--- config.mk ---
export PLATFORM = sky130hd
export DESIGN_NAME = uart_tx_periph
export DESIGN_NICKNAME = d
export VERILOG_FILES = /design/src/rtl/uart_tx_periph.sv
export SDC_FILE = /design/constraint.sdc
export NUM_CORES = 1
export LEC_CHECK = 0
export BUFFER_PORTS_ARGS = -buffer_cell sky130_fd_sc_hd__buf_2
export CAP_MARGIN = 0
export CORE_MARGIN = 4
export CORE_UTILIZATION = 50
export CTS_CLUSTER_DIAMETER = 100
export DETAILED_ROUTE_END_ITERATION = 7
export PLACE_DENSITY_LB_ADDON = 0.12
export SYNTH_ARGS = -nofsm -noshare
export SYNTH_HDL_FRONTEND = slang
export SYNTH_SLANG_ARGS = --single-unit
--- constraint.sdc ---
create_clock -name clk -period 2.9 [get_ports clk]
set_input_delay 0.29 -clock clk [delete_from_list [all_inputs] [get_ports clk]]
set_output_delay 0.29 -clock clk [all_outputs]
set_load 0.01 [all_outputs]
--- src/rtl/uart_tx_periph.sv ---
// Memory-mapped 8N1 UART transmitter: TXDATA/STATUS registers on the CPU data bus,
// small TX FIFO, serial shifter and a level interrupt for an idle, drained transmitter.
module uart_tx_periph #(
   parameter int unsigned CLK_DIV    = 434,
   parameter int unsigned FIFO_DEPTH = 4,
   parameter logic [31:0] BASE_ADDR  = 32'h4000_0018
) (
   input  logic        clk,
   input  logic        reset,
   input  logic [31:0] addr,
   input  logic        Mem_rd,
   input  logic        Mem_wr,
   input  logic [31:0] Write_data,
   output logic [31:0] Read_data,
   output logic        tx,
   output logic        irq
);

   localparam int unsigned BAUD_W = (CLK_DIV > 1) ? $clog2(CLK_DIV) : 1;
   localparam int unsigned PTR_W  = (FIFO_DEPTH > 1) ? $clog2(FIFO_DEPTH) : 1;
   localparam int unsigned CNT_W  = $clog2(FIFO_DEPTH + 1);
   localparam logic [31:0] STAT_ADDR = BASE_ADDR + 32'd4;

   typedef enum logic [1:0] {
      S_IDLE,
      S_START,
      S_DATA,
      S_STOP
   } state_e;

   state_e            state_q, state_d;
   logic [BAUD_W-1:0] baud_q, baud_d;
   logic [2:0]        bit_q, bit_d;
   logic [7:0]        shift_q, shift_d;
   logic              tx_q, tx_d;
   logic              irq_q, irq_d;
   logic              irq_en_q, irq_en_d;
   logic              ovf_q, ovf_d;
   logic [PTR_W-1:0]  wr_ptr_q, wr_ptr_d;
   logic [PTR_W-1:0]  rd_ptr_q, rd_ptr_d;
   logic [CNT_W-1:0]  cnt_q, cnt_d;
   logic [7:0]        mem [FIFO_DEPTH];

   logic        hit_data, hit_stat;
   logic        push_req, push, pop, stat_wr;
   logic        full, empty, busy, baud_end;
   logic [31:0] status;
   logic        unused_wdata;

   assign hit_data = (addr == BASE_ADDR);
   assign hit_stat = (addr == STAT_ADDR);
   assign push_req = Mem_wr & hit_data;
   assign stat_wr  = Mem_wr & hit_stat;
   assign full     = (cnt_q == CNT_W'(FIFO_DEPTH));
   assign empty    = (cnt_q == '0);
   assign busy     = (state_q != S_IDLE);
   assign baud_end = (baud_q == BAUD_W'(CLK_DIV - 1));
   // A push into a full FIFO still lands when the shifter drains the head this cycle.
   assign push     = push_req & (~full | pop);

   assign status    = {27'd0, irq_en_q, ovf_q, busy, empty, full};
   assign Read_data = (Mem_rd && hit_stat) ? status : 32'd0;
   assign unused_wdata = ^Write_data[31:8];

   assign tx  = tx_q;
   assign irq = irq_q;

   // Serialiser next-state: start bit, 8 data bits LSB first, stop bit.
   always_comb begin
      state_d = state_q;
      baud_d  = baud_q;
      bit_d   = bit_q;
      shift_d = shift_q;
      tx_d    = tx_q;
      pop     = 1'b0;
      unique case (state_q)
         S_IDLE: begin
            tx_d   = 1'b1;
            baud_d = '0;
            if (!empty) begin
               pop     = 1'b1;
               shift_d = mem[rd_ptr_q];
               tx_d    = 1'b0;
               state_d = S_START;
            end
         end
         S_START: begin
            if (baud_end) begin
               baud_d  = '0;
               bit_d   = 3'd0;
               tx_d    = shift_q[0];
               state_d = S_DATA;
            end else begin
               baud_d = baud_q + BAUD_W'(1);
            end
         end
         S_DATA: begin
            if (baud_end) begin
               baud_d = '0;
               if (bit_q == 3'd7) begin
                  tx_d    = 1'b1;
                  state_d = S_STOP;
               end else begin
                  shift_d = shift_q >> 1;
                  tx_d    = shift_q[1];
                  bit_d   = bit_q + 3'd1;
               end
            end else begin
               baud_d = baud_q + BAUD_W'(1);
            end
         end
         S_STOP: begin
            if (baud_end) begin
               baud_d = '0;
               if (!empty) begin
                  pop     = 1'b1;
                  shift_d = mem[rd_ptr_q];
                  tx_d    = 1'b0;
                  state_d = S_START;
               end else begin
                  tx_d    = 1'b1;
                  state_d = S_IDLE;
               end
            end else begin
               baud_d = baud_q + BAUD_W'(1);
            end
         end
         default: begin
            tx_d    = 1'b1;
            state_d = S_IDLE;
         end
      endcase
   end

   // FIFO bookkeeping, control/status registers and interrupt.
   always_comb begin
      wr_ptr_d = wr_ptr_q;
      rd_ptr_d = rd_ptr_q;
      cnt_d    = cnt_q;
      ovf_d    = ovf_q;
      irq_en_d = irq_en_q;
      if (push) wr_ptr_d = wr_ptr_q + PTR_W'(1);
      if (pop)  rd_ptr_d = rd_ptr_q + PTR_W'(1);
      unique case ({push, pop})
         2'b10:   cnt_d = cnt_q + CNT_W'(1);
         2'b01:   cnt_d = cnt_q - CNT_W'(1);
         default: cnt_d = cnt_q;
      endcase
      if (stat_wr) begin
         irq_en_d = Write_data[4];
         if (Write_data[3]) ovf_d = 1'b0;
      end
      if (push_req && full && !pop) ovf_d = 1'b1;
      irq_d = irq_en_q & empty & ~busy;
   end

   always_ff @(posedge clk or negedge reset) begin
      if (!reset) begin
         state_q  <= S_IDLE;
         baud_q   <= '0;
         bit_q    <= '0;
         shift_q  <= '0;
         tx_q     <= 1'b1;
         irq_q    <= 1'b0;
         irq_en_q <= 1'b0;
         ovf_q    <= 1'b0;
         wr_ptr_q <= '0;
         rd_ptr_q <= '0;
         cnt_q    <= '0;
      end else begin
         state_q  <= state_d;
         baud_q   <= baud_d;
         bit_q    <= bit_d;
         shift_q  <= shift_d;
         tx_q     <= tx_d;
         irq_q    <= irq_d;
         irq_en_q <= irq_en_d;
         ovf_q    <= ovf_d;
         wr_ptr_q <= wr_ptr_d;
         rd_ptr_q <= rd_ptr_d;
         cnt_q    <= cnt_d;
      end
   end

   // Storage needs no reset: occupancy is tracked by the pointers and count.
   always_ff @(posedge clk) begin
      if (push) mem[wr_ptr_q] <= Write_data[7:0];
   end

endmodule

# Word level (Yosys, flattened, before mapping)
# Memory sizes are Yosys's and may differ from the RTL's.
# Cells that the tools add are included.
totals:
  register_bits: 33
  ram_bits: 32
  input_bits: 68
  out_inout_bits: 34
  elab_cells: 94
  mem_count: 1
mem_list:
  columns: ["memory", "depth", "word_bits", "rd", "rd_clocked_by_memory_dff", "wr", "line", "source"]
  rows:
  - ["mem", 4, 8, 1, 0, 1, "42", "logic [7:0] mem [FIFO_DEPTH];"]
op_classes:
  add_sub_neg: 6
  eq_ne: 16
  muxes: 34
  bitwise_logic: 8
  reduce_logical: 18
ops:
  columns: ["op", "n"]
  rows:
  - ["$eq A32 B31 Y1 const B", 2]
  - ["$mux W8", 4]
  - ["$pmux W8 S3", 1]
  - ["$pmux W9 S2", 1]
  - ["$mux W1", 13]
  - ["$ne A2 B2 Y1 const B", 6]
  - ["$pmux W3 S2", 2]
  - ["$mux W2", 5]
  - ["$reduce_bool A2 Y1", 5]
  - ["$add A9 B1 Y9 const B", 1]
  - ["$eq A9 B9 Y1 const B", 1]
  - ["$mux W3", 3]
  - ["$mux W9", 1]
  - ["$pmux W2 S4", 1]
  - ["$reduce_and A4 Y1", 2]
  - ["$add A3 B1 Y3 const B", 2]
  - ["$eq A2 B2 Y1 const B", 3]
  - ["$eq A3 B3 Y1 const B", 2]
  - ["$and A1 B1 Y1", 5]
  - ["$mux W5", 1]
  - ["$reduce_and A5 Y1", 1]
  - ["$add A2 B1 Y2 const B", 2]
  - ["$eq A2 B1 Y1 const B", 2]
  - ["$pmux W1 S4", 1]
  - ["other kinds (12)", 15]

# Depth between registers and ports, before layout
logic_depth:
  word_depth: 8
  mapped_depth: 11
  ltp_nobuf: 10

# Least setup slack after synthesis
# Ideal clock, no wire load.
synth_path:
  kind: "reg-to-reg"
  from: "reg baud_q[1]"
  to: "reg cnt_q[2]"
  setup_ns: 0.079
  arrival_time_ns: 2.422
  required_ns: 2.821
  path_slack_ns: 0.399
  stages_incl_launch_ff: 12
  path_buffers: 1
  synth_period_minus_slack_ns: 2.501
  cell_sequence: "dfrtp_1 > inv_1 > ha_1 > nand4b_4 > o41ai_4 > and2_1 > buf_6 > nand2b_1 > fa_1 > a221o_1 > mux2i_1 > xor2_1"
synth_between:
  elab_chain_len: 7
  elab_cells_between_ends: 9
  classes_between: "3 x eq/ne; 3 x mux; 2 x bitwise; 1 x reduce/logical"
synth_lines:
  columns: ["element", "line", "source"]
  rows:
  - ["start: declaration", "32", "logic [BAUD_W-1:0] baud_q, baud_d;"]
  - ["start signal: assignment", "172", "baud_q <= baud_d;"]
  - ["$eq A9 B9 Y1 (*)", "57", "assign baud_end = (baud_q == BAUD_W'(CLK_DIV - 1));"]
  - ["$mux W1 (*)", "113", "if (baud_end) begin"]
  - ["$pmux W1 S2 (*)", "76", "unique case (state_q)"]
  - ["$or A1 B1 Y1", "59", "assign push = push_req & (~full | pop);"]
  - ["$and A1 B1 Y1", "59", null]
  - ["$eq A2 B1 Y1 or $eq A2 B2 Y1 (tied branches)", "144", "unique case ({push, pop})"]
  - ["$pmux W3 S2 or $reduce_bool A2 Y1 (tied branches)", null, null]
  - ["end signal: assignment", "181", "cnt_q <= cnt_d;"]
  - ["end: declaration", "41", "logic [CNT_W-1:0] cnt_q, cnt_d;"]
# Every way passes the cells marked *; elsewhere a longest branch is shown, timed or not.
# A chain may end at the register's enable or synchronous reset.

# Final worst setup path
# Ends and elaborated chain as after synthesis.

==> metrics.yaml <==
syn_area_um2: 3413
cp-end-kind: "flip-flop"
slew-limit-headroom_pct: 51.90
drt_iter0_drc: 52
nets: 410
drive_gt1_share_pct: 32.23
vias_per_cell: 5.086
tns_ps: 0
finalCriticalPeriod_ps: 2556
die_w_um: 90.62
hold_viol: 20
wl_per_cell_um: 14.34
vias: 2080
crit_chain: "inv_1, ha_1, nand4b_4, o41ai_4, and2_1, nand2b_1, fa_1, a221o_1, mux2i_1, xor2_1"
slowest_delay_ps: 430
final_common_cell: "buf_2"
final_cell_mix: "50 x buf_2, 32 x dfrtp_1, 32 x edfxtp_1"
cp_num_buf_inv: 1
slew_violations: 0
core_um2: 6495
power.density_nw_per_um2: 472.6
antenna_left: 0
hpwl_um: 4270
clock-sinks: 65
area_growth_syn_to_layout_pct: 13.56
cts_root_buffer: "clkbuf_8"
grt_use_total_pct: 15.25
cp_data_required_time_ps: 3180
cts_tree: "done"
instances_no_fill: 409
startpoint_type: "flip-flop"
path_clk_slew_ps: 80
outcome: "complete, but fails checks"
grt_pass1_wl_um: 9742
synthFlopType: "edfxtp_1"
worstSetupPathType: "reg -> reg"
synth-edff-count: 32
initial_core_util_pct: 52.55
routabilityCongestion: 0.7866
skew_ps: 9.362
cp_max_fo: 4
slowest_stage: "o41ai_4"
syn_avg_cell_area_um2: 12.78
p_leak_uw: 0.001739
synth_seq_area_share_pct: 52.38
grt_pass1_vias: 2024
ctsLongestPathBuffers: 2
dp.cells: 393
antenna_found_initial: 0
ctsHoldBuffers: 0
cp_top_family: "compound AO/OA/AOI/OAI gates"
clk_latency_ps: 350
dieArea_um2: 8212
diodes: 0
die_y_um: 90.62
ys_types: 51
numCtsBuffers: 9
syn_inst: 267
fin_util_pct: 59.68
setup_viol: 0
timing.fmax_mhz: 391.3
fin_crit_sh_pct: 88.13
hold_slack_ps: -6.953
drv_cap: 0
wl_um: 5866
worst_pin_slew_ps: 721.5
drc: 0
dr.pass1.iters: 4
io_pins: 102
violations: "hold timing"
hp-class: "in -> async"
ctsResizeCount: 0
ys_warn_count: 0
grt_max_degree: 34
grt_overflow_total: 0
io_buffers: 50
rsz0062_at_grt: "false"
rows: 29
post_cts_buffers: 0
async_flop_share_pct: 50.77
synth_seq_cells: 65
ir_drop_mv: 0.4772
arrival_ps: 2830
htree_levels: 3
synthesized netlist by cell type, types with 2 or more instances:
cell type  instances  area [um^2]
buf_4             27        202.7
a41o_1             2        20.02
a221o_1            2        20.02
nand2b_1           2        12.51
nand4_1            3        18.77
edfxtp_1          32        960.9
mux2_2            17        191.4
o21ai_0            5        25.02
nor4_1             5        31.28
nand3_1            5        25.02
nand2_1            9        33.78
nor3_1             3        15.01
xor2_1             4        35.03
nor2_1            30        112.6
inv_1             18        67.56
dfrtp_1           32        800.8
mux4_2             8        180.2
ha_1              14        175.2
a21o_1             2        15.01
clkbuf_1           3        11.26
nor4b_1            3        26.28
xnor2_1            8        70.07
a22o_1             5        43.79
final cells by class:
type | instances | area (um^2)
repair buffers | 56 | 295.3
inverters | 18 | 67.56
well taps | 77 | 96.34
fillers | 527 | 2619
multi-input cells | 177 | 1421
flip-flops and latches | 65 | 1788
clock buffers | 9 | 123.9
clock inverters | 7 | 83.83
routing by layer:
metal | up-vias | wire length [um] | track usage [%]
li1 | 1024 | - | -
met1 | 1000 | 2678 | 19.84
met2 | 43 | 2795 | 23.53
met3 | 13 | 263 | 4.250
met4 | 0 | 129 | 7.270
met5 | - | 0 | 0
registers in the layout (all words and copies together) (netlist names), 2 cells and up:
name	count
mem	32
baud_q	9
shift_q	8
bit_q	3
cnt_q	3
rd_ptr_q	2
state_q	2
wr_ptr_q	2
final timing paths:
| path | from | to | slack [ps] | cells after the start |
|---|---|---|---|---|
| max in group asynchronous | reset | cnt_q[1] | 2440 | 1 |
| max reg2reg | baud_q[1] | cnt_q[2] | 340 | 10 |
| min | reset | baud_q[5] | -7 | 1 |
| min reg2reg | tx | tx | 510 | 1 |
| max | baud_q[1] | cnt_q[2] | 340 | 10 |
| min in group clk | Write_data[7] | mem[3][7] | 160 | 1 |
worst register-to-register path, delay by kind of cell (launching register included):
family                   cells  cell delay (ps)
AO/OA/AOI/OAI                2              700
adder cells (fa/ha/maj)      2              580
AND/OR/NAND/NOR              3              430
flip-flops                   1              410
multiplexers                 1              160
XOR/XNOR                     1              150
buffers and inverters        1               70
stage by stage:
step | hold WS (ps) | power (uW) | area, um^2 | worst slack, ps
floorplan | -5.591 | 1033 | 3511 | 398.8
global placement | 399.7 | 1048 | 3669 | 382.2
detailed placement | 406.9 | 1050 | 3669 | 354.4
CTS | 12.78 | 1863 | 3876 | 333.0
global route | 55.62 | 1911 | 3876 | 194.4
finish | -6.953 | 1832 | 3876 | 344.3
power by group:
| part | leakage [uW] | internal (uW) | total (uW) | switching (uW) |
|---|---|---|---|---|
| Combinational | 0.000940 | 22.4 | 62.3 | 39.8 |
| Clock | 0.000103 | 413 | 802 | 389 |
| Sequential | 0.000696 | 967 | 967 | 0.000000842 |
cells by family after synthesis:
| logic type | Yosys count | synth area share [%] |
|---|---|---|
| flops | 65 | 52.38 |
| compound gates | 26 | 6.965 |
| fa+ha+maj | 15 | 5.719 |
| simple gates | 70 | 11.29 |
| other cells | 1 | 0.1099 |
| xor+xnor | 12 | 3.079 |
| buf+inv | 51 | 8.834 |
| mux | 27 | 11.62 |
(Power assumes the default switching activity.)
